## config.mk

```make
export PLATFORM = sky130hd
export DESIGN_NAME = normalize_sig
export DESIGN_NICKNAME = d
export VERILOG_FILES = /design/src/rtl/hardfloat_seq_pkg.sv /design/src/rtl/countLeadingZeros.sv /design/src/rtl/normalize_sig.sv
export SDC_FILE = /design/constraint.sdc
export NUM_CORES = 1
export LEC_CHECK = 0
export ABC_AREA = 1
export CORE_ASPECT_RATIO = 0.9
export CORE_MARGIN = 1
export CORE_UTILIZATION = 50
export DETAILED_ROUTE_END_ITERATION = 8
export PLACE_DENSITY = 0.8
export SETUP_SLACK_MARGIN = 0.05
export SYNTH_ARGS = -nofsm -noshare
export SYNTH_HDL_FRONTEND = slang
export SYNTH_SLANG_ARGS = --single-unit
```

## constraint.sdc

```tcl
create_clock -name clk -period 5.5 [get_ports clk]
set_input_delay 1.1 -clock clk [delete_from_list [all_inputs] [get_ports clk]]
set_output_delay 1.1 -clock clk [all_outputs]
set_load 0.05 [all_outputs]
```

## src/rtl/hardfloat_seq_pkg.sv

```systemverilog
// Shared definitions for the sequential hardfloat helper blocks.
package hardfloat_seq_pkg;

  // Control sequence for the multi-cycle normalizer: capture, count, shift.
  typedef enum logic [1:0] {
    IDLE  = 2'd0,
    COUNT = 2'd1,
    SHIFT = 2'd2
  } seq_state_t;

endpackage

```

## src/rtl/countLeadingZeros.sv

```systemverilog
// Combinational leading-zero counter. An all-zero input reports inWidth.
module countLeadingZeros #(
  parameter int inWidth    = 24,
  parameter int countWidth = 5
) (
  input  logic [inWidth-1:0]    in,
  output logic [countWidth-1:0] count
);

  // Scan upward so the highest set bit is the last one to win.
  always_comb begin
    count = countWidth'(inWidth);
    for (int i = 0; i < inWidth; i++) begin
      if (in[i]) count = countWidth'(inWidth - 1 - i);
    end
  end

endmodule

```

## src/rtl/normalize_sig.sv

```systemverilog
// Three-cycle significand normalizer: capture, count leading zeros, then a
// single barrel shift with the exponent clamped at its most negative value.
module normalize_sig
  import hardfloat_seq_pkg::*;
#(
  parameter int sigWidth = 24,
  parameter int expWidth = 10
) (
  input  logic                clk,
  input  logic                reset,
  input  logic                go,
  input  logic [sigWidth-1:0] in_sig,
  input  logic [expWidth-1:0] in_exp,
  output logic [sigWidth-1:0] out_sig,
  output logic [expWidth-1:0] out_exp,
  output logic                out_zero,
  output logic                done
);

  localparam int countWidth = $clog2(sigWidth + 1);

  // Most negative representable exponent, held one bit wider for the subtract.
  localparam logic signed [expWidth:0] EXP_MIN = {2'b11, {(expWidth-1){1'b0}}};

  seq_state_t                  state;
  logic        [sigWidth-1:0]  sig_p0;
  logic signed [expWidth-1:0]  exp_p0;
  logic        [countWidth-1:0] lz_p1;
  logic        [countWidth-1:0] clz_count;

  logic signed [expWidth:0]    exp_ext;
  logic signed [expWidth:0]    exp_diff;
  logic signed [expWidth:0]    exp_sat;
  logic        [expWidth:0]    shamt;
  logic        [sigWidth-1:0]  sig_shifted;

  // Saturate the adjusted exponent at the bottom of the representable range.
  function automatic logic signed [expWidth:0] sat_exp(input logic signed [expWidth:0] e);
    return (e < EXP_MIN) ? EXP_MIN : e;
  endfunction

  // ---- COUNT stage: leading zeros of the captured significand ----
  countLeadingZeros #(
    .inWidth   (sigWidth),
    .countWidth(countWidth)
  ) u_clz (
    .in   (sig_p0),
    .count(clz_count)
  );

  // ---- SHIFT stage: exponent adjust, clamp, and barrel shift ----
  // The shift equals the exponent actually removed, so a clamped result shifts
  // less than lz and can never push a set bit off the top.
  always_comb begin
    exp_ext     = {exp_p0[expWidth-1], exp_p0};
    exp_diff    = exp_ext - $signed({{(expWidth+1-countWidth){1'b0}}, lz_p1});
    exp_sat     = sat_exp(exp_diff);
    shamt       = exp_ext - exp_sat;
    sig_shifted = sig_p0 << shamt;
  end

  // Sequencer with registered outputs; reset aborts any operation in flight.
  always_ff @(posedge clk) begin
    if (reset) begin
      state    <= IDLE;
      done     <= 1'b0;
      out_sig  <= '0;
      out_exp  <= '0;
      out_zero <= 1'b0;
      sig_p0   <= '0;
      exp_p0   <= '0;
      lz_p1    <= '0;
    end else begin
      case (state)
        IDLE: begin
          done <= 1'b0;
          if (go) begin
            sig_p0 <= in_sig;
            exp_p0 <= in_exp;
            state  <= COUNT;
          end
        end
        COUNT: begin
          lz_p1 <= clz_count;
          state <= SHIFT;
        end
        SHIFT: begin
          done <= 1'b1;
          if (sig_p0 == '0) begin
            out_zero <= 1'b1;
            out_sig  <= '0;
            out_exp  <= '0;
          end else begin
            out_zero <= 1'b0;
            out_sig  <= sig_shifted;
            out_exp  <= exp_sat[expWidth-1:0];
          end
          state <= IDLE;
        end
        default: state <= IDLE;
      endcase
    end
  end

endmodule

```

# == Word level (Yosys, flattened, before mapping) ==
# Cells that the tools add are included.
# word_totals
elab_cells,50
regBits,77
output_inout_bits,36
# op_classes
n_reduce_logical,4
n_lt_le_gt_ge,1
addsub,2
n_mux,31
shift,1
n_eq_ne,3
# ops
operator,n
5-bit 2-to-1 mux,16
4-bit 2-to-1 mux,8
24-bit logical NOT,1
24-bit 2-to-1 mux,1
24-bit by 11-bit << shifter with 24-bit output,1
11-bit by 10-bit less-than comparator with 1-bit output (second input constant),1
11-bit 2-to-1 mux,1
10-bit by 11-bit subtractor with 11-bit output,1
10-bit by 6-bit subtractor with 11-bit output,1
10-bit 2-to-1 mux,1
2-bit case mux with 2 select lines,1
2-bit by 1-bit == test with 1-bit output (second input constant),1
2-bit == test (second input constant),1
2-bit logical NOT,1
2-bit 2-to-1 mux,1
2-bit != test (second input constant),1
1-bit case mux with 2 select lines,1
2-bit AND reduction,1
2-bit nonzero test,1
1-bit 2-to-1 mux,1

# == Logic depth before layout (Yosys ltp) ==
# depth
depth_word,24
ltp_mapped,31

# == Cells and area by module ==
# Synthesis repeated with hierarchy kept, for this count alone.
# unflattened
cells_unflattened,801
area_unflattened_um2,4974.8
# modules_own_cells
module,cells_per_inst,n_inst,area_per_inst_um2
normalize_sig,727,1,4660.7
countLeadingZeros,74,1,314.1

# == Least setup slack after synthesis ==
# Ideal clock, no wire load.
# synth_path
path_kind,reg-to-reg
startpoint,register exp_p0[0]
endpoint,register out_sig[12]
path_stages_with_launch,31
period_less_slack_ps,3685
arrival_ps,3553
setup_ps,132
required_time_ps,5368
slack_ps,1815
path_cell_list,dfxtp_1 -> inv_1 -> ha_1 -> inv_1 -> fa_1 -> nand3b_1 -> nand4_1 -> nand2_1 -> nand3_4 -> inv_1 -> nor2_1 -> inv_1 -> ha_1 -> a21oi_1 -> inv_1 -> a31oi_1 -> nor2_1 -> o21ai_1 -> nand2_1 -> nand2_1 -> nand2_1 -> nand2_2 -> nor2_8 -> buf_6 -> nand3_1 -> nand3_1 -> nand3_1 -> o21ai_1 -> or2_2 -> nand3_1 -> a21oi_1
# synth_via
elab_chain_cells,6
# synth_rtl
item,line_no,rtl
"start, declared",normalize_sig.sv:27,logic signed [expWidth-1:0] exp_p0;
"start signal, assigned",normalize_sig.sv:79,exp_p0 <= in_exp;
10-bit by 6-bit subtractor with 11-bit output,normalize_sig.sv:56,"exp_diff = exp_ext - $signed({{(expWidth+1-countWidth){1'b0}}, lz_p1});"
11-bit by 10-bit less-than comparator with 1-bit output,normalize_sig.sv:39,return (e < EXP_MIN) ? EXP_MIN : e;
11-bit 2-to-1 mux,normalize_sig.sv:39,
10-bit by 11-bit subtractor with 11-bit output *,normalize_sig.sv:58,shamt = exp_ext - exp_sat;
24-bit by 11-bit << shifter with 24-bit output *,normalize_sig.sv:59,sig_shifted = sig_p0 << shamt;
24-bit 2-to-1 mux *,normalize_sig.sv:89,if (sig_p0 == '0) begin
"end signal, assigned",normalize_sig.sv:95,out_sig <= sig_shifted;
"end, declared",normalize_sig.sv:14,"output logic [sigWidth-1:0] out_sig,"
# Every way passes the cells marked *; elsewhere a longest branch is shown, timed or not.
# A chain may end at the register's enable or synchronous reset.

# == Final worst setup path ==
# layout_path
startpoint,register exp_p0[2]
endpoint,register out_sig[22]
# Same word-level chain as after synthesis.

==> results_dict.tcl <==
set metrics [dict create \
    outcome "completed" \
    cts_tree "built" \
    final_common_cell "nand2_1" \
    hold_violations 0 \
    grt_use_total_pct 26.9 \
    worstHoldPathCells 2 \
    min_path_type "reg2reg" \
    tns_ns 0 \
    power.density_nw_per_um2 406 \
    top_layer_used "met4" \
    cts_hold_buffers 0 \
    synth_seq_cells 77 \
    final_cell_mix "167 x nand2_1, 128 x nand3_1, 85 x nor2_1, 77 x dfxtp_1, 72 x clkdlybuf4s50_1" \
    startpoint_type "register" \
    cts_sinks 77 \
    drv_cap 0 \
    insertedDiodeCount 0 \
    first_iter_violations 485 \
    r2r_setup_slack_ns 0.66 \
    core-area_sq_um 9250 \
    viasPerCell 5.55 \
    cts_max_level 3 \
    first_pass_iters 5 \
    r2r-start "exp_p0[2]$_SDFFE_PP0P_" \
    drt_wl_total_mm 13.1 \
    place_congestion 0.919 \
    syn_area_sq_um 4820 \
    maxSlewViolCount 0 \
    tightest_slew_ns 0.855 \
    io_pins 73 \
    p_sw_share_pct 44.2 \
    wl_met3_um 827 \
    grt_pass1_wl_mm 21.9 \
    max_freq_ghz 0.207 \
    cp.arrival_ns 5.11 \
    grt_pass1_vias 4673 \
    syn_nets 803 \
    vdd_drop_max_v 0.000262 \
    area_growth_pct 19.6 \
    end_kind "register" \
    rsz0062_at_grt "no" \
    min_period_over_period_pct 87.9 \
    synth_area_per_cell_sq_um 6.39 \
    insertion_delay_ns 0.36 \
    report.final.setup_viol 0 \
    yosysWarnings 0 \
    post_cts_buffers 0 \
    via_count 5159 \
    r2r_end "out_sig[22]$_SDFFE_PP0P_" \
    critical_path_class "reg2reg" \
    routed-wl-met2_mm 5.87 \
    port-buffer-count 72 \
    die_x_um 106 \
    drive_above_1_share_pct 5.94 \
    grt_max_degree 50 \
    clkPwrFrac_pct 24.6 \
    period_minus_slack_ns 4.84 \
    hold_path_startpoint "out_sig[13]$_SDFFE_PP0P_" \
    post-route-util_pct 62.4 \
    ant_nets 0 \
    place_hpwl_mm 9.63 \
    placementRows 33 \
    start_util_pct 52.2 \
    drc 0 \
    post_drt_wl_per_cell_um 14.1 \
    dieArea_sq_um 10000 \
    rr_worst_depth 27 \
    maxSlewHeadroom_pct 42.7 \
    numCtsBuffers 9 \
    root_buffer "clkbuf_8" \
    met1_length_mm 6.24 \
    nets 851 \
    fin_skew_ns 0.0110 \
    pwr-share-comb_pct 48.6 \
    async_flop_share_pct 0 \
    synth_edf_count 0 \
    power.internal_uw 1310 \
    path_clk_slew_ns 0.08 \
    synth.distinct_cells 37 \
    hold_end "out_sig[13]$_SDFFE_PP0P_" \
    ys_seq_area_share_pct 32.0 \
    clockBufferDepth 2 \
    cts_resized 0 \
    overflow 0 \
    seqPwrFrac_pct 26.8 \
    synthCells 755 \
    ys.flop_type "dfxtp_1" \
    antenna_found_initial 0 \
    required_ns 5.77 \
    p_leak_uw 0.00241 \
    p_sw_uw 1040 \
    die_y_um 95.2 \
    worstPathMaxFanout 44 \
]
-- worst max-delay path: stages (launching register included) --
cell and delay (ns):
dfxtp_1 0.36, ha_1 0.39, nand2_1 0.11, nand2_2 0.08
a21oi_2 0.16, nand4_1 0.18, nand3_4 0.24, inv_1 0.10
nor3_1 0.31, inv_1 0.10, ha_1 0.37, a21oi_1 0.17
inv_1 0.07, a21oi_1 0.18, inv_1 0.08, a21oi_2 0.15
nand2_1 0.06, nand2_1 0.08, nand2_2 0.09, nor2_8 0.44
nand3_1 0.18, nand3_1 0.16, nand3_1 0.10, nand2_1 0.17
nand3_1 0.08, nand2_1 0.10, nand2_1 0.06, a21oi_1 0.15
-- cells in the mapped netlist, types with 5 or more instances --
library cell  count  area (sq um)
dfxtp_1          77          1540
nand3_1         128           641
buf_4             8          60.1
nand2_1         167           627
o21ai_0          47           235
clkbuf_1         20          75.1
ha_1              9           113
inv_2             6          22.5
o211ai_1          7          52.6
o21ai_1           6          30.0
buf_6             6          67.6
nand2_2           9          56.3
a21oi_1          70           350
nand4_1          15          93.8
nor2_1           85           319
inv_1            49           184
clkinv_1          5          18.8
-- state kept, by name, summed over array words and instances, names as in the netlist --
name,count
sig_p0,24
out_zero,1
out_exp,10
out_sig,24
done,1
lz_p1,5
exp_p0,10
state,2
-- cell families after synthesis --
group / after synthesis / share of synthesized area (%)
flops: 77 / 32.0
simple gates: 421 / 38.8
compound gates: 142 / 15.8
buf+inv: 100 / 9.60
xor+xnor: 4 / 0.726
fa+ha+maj: 11 / 3.16
-- cell type report --
type / count / area (sq um)
Clock buffer: 10 / 138
Clock inverter: 6 / 134
Fill cell: 876 / 3480
Inverter: 60 / 225
Multi-Input combinational cell: 578 / 2820
Sequential cell: 77 / 1540
Tap cell: 122 / 153
Timing Repair Buffer: 77 / 758
-- layer usage --
| layer | vias to the layer above | global-route usage, % |
|---|---|---|
| met1 | 2333 | 36.7 |
| met4 | 0 | 6.83 |
| met5 | - | 0 |
| met2 | 194 | 44.5 |
| li1 | 2612 | - |
| met3 | 20 | 4.65 |
-- power groups by stage --
stage / clock [uW] / combinational, uW / sequential, uW
floorplan: 0 / 881 / 663
CTS: 582 / 1120 / 627
global placement: 0 / 1090 / 638
detailed placement: 0 / 1110 / 639
global route: 605 / 1270 / 632
finish: 576 / 1140 / 628
-- stage by stage --
step / hold WS [ns] / cell area, sq um / setup WS [ns] / power (uW) / cells
final: 0.465 / 5770 / 0.663 / 2340 / 930
after global routing: 0.485 / 5770 / 0.277 / 2510 / 930
after CTS: 0.468 / 5770 / 0.749 / 2320 / 930
after detailed placement: 0.456 / 5500 / 0.798 / 1750 / 914
after global placement: 0.452 / 5500 / 1.01 / 1730 / 914
after floorplan: 0.438 / 4820 / 1.81 / 1540 / 755
-- worst max path at each step --
stage / startpoint / end / slack (ns) / cells past startpoint
floorplan: exp_p0[0]$_SDFFE_PP0P_ / out_sig[12]$_SDFFE_PP0P_ / 1.81 / 30
global placement: exp_p0[3]$_SDFFE_PP0P_ / out_sig[20]$_SDFFE_PP0P_ / 1.01 / 27
detailed placement: exp_p0[2]$_SDFFE_PP0P_ / out_sig[11]$_SDFFE_PP0P_ / 0.80 / 18
CTS: exp_p0[2]$_SDFFE_PP0P_ / out_sig[11]$_SDFFE_PP0P_ / 0.75 / 18
global route: exp_p0[2]$_SDFFE_PP0P_ / out_sig[11]$_SDFFE_PP0P_ / 0.28 / 18
finish: exp_p0[2]$_SDFFE_PP0P_ / out_sig[22]$_SDFFE_PP0P_ / 0.66 / 27
No activity file was read; power rests on OpenSTA's default activity.
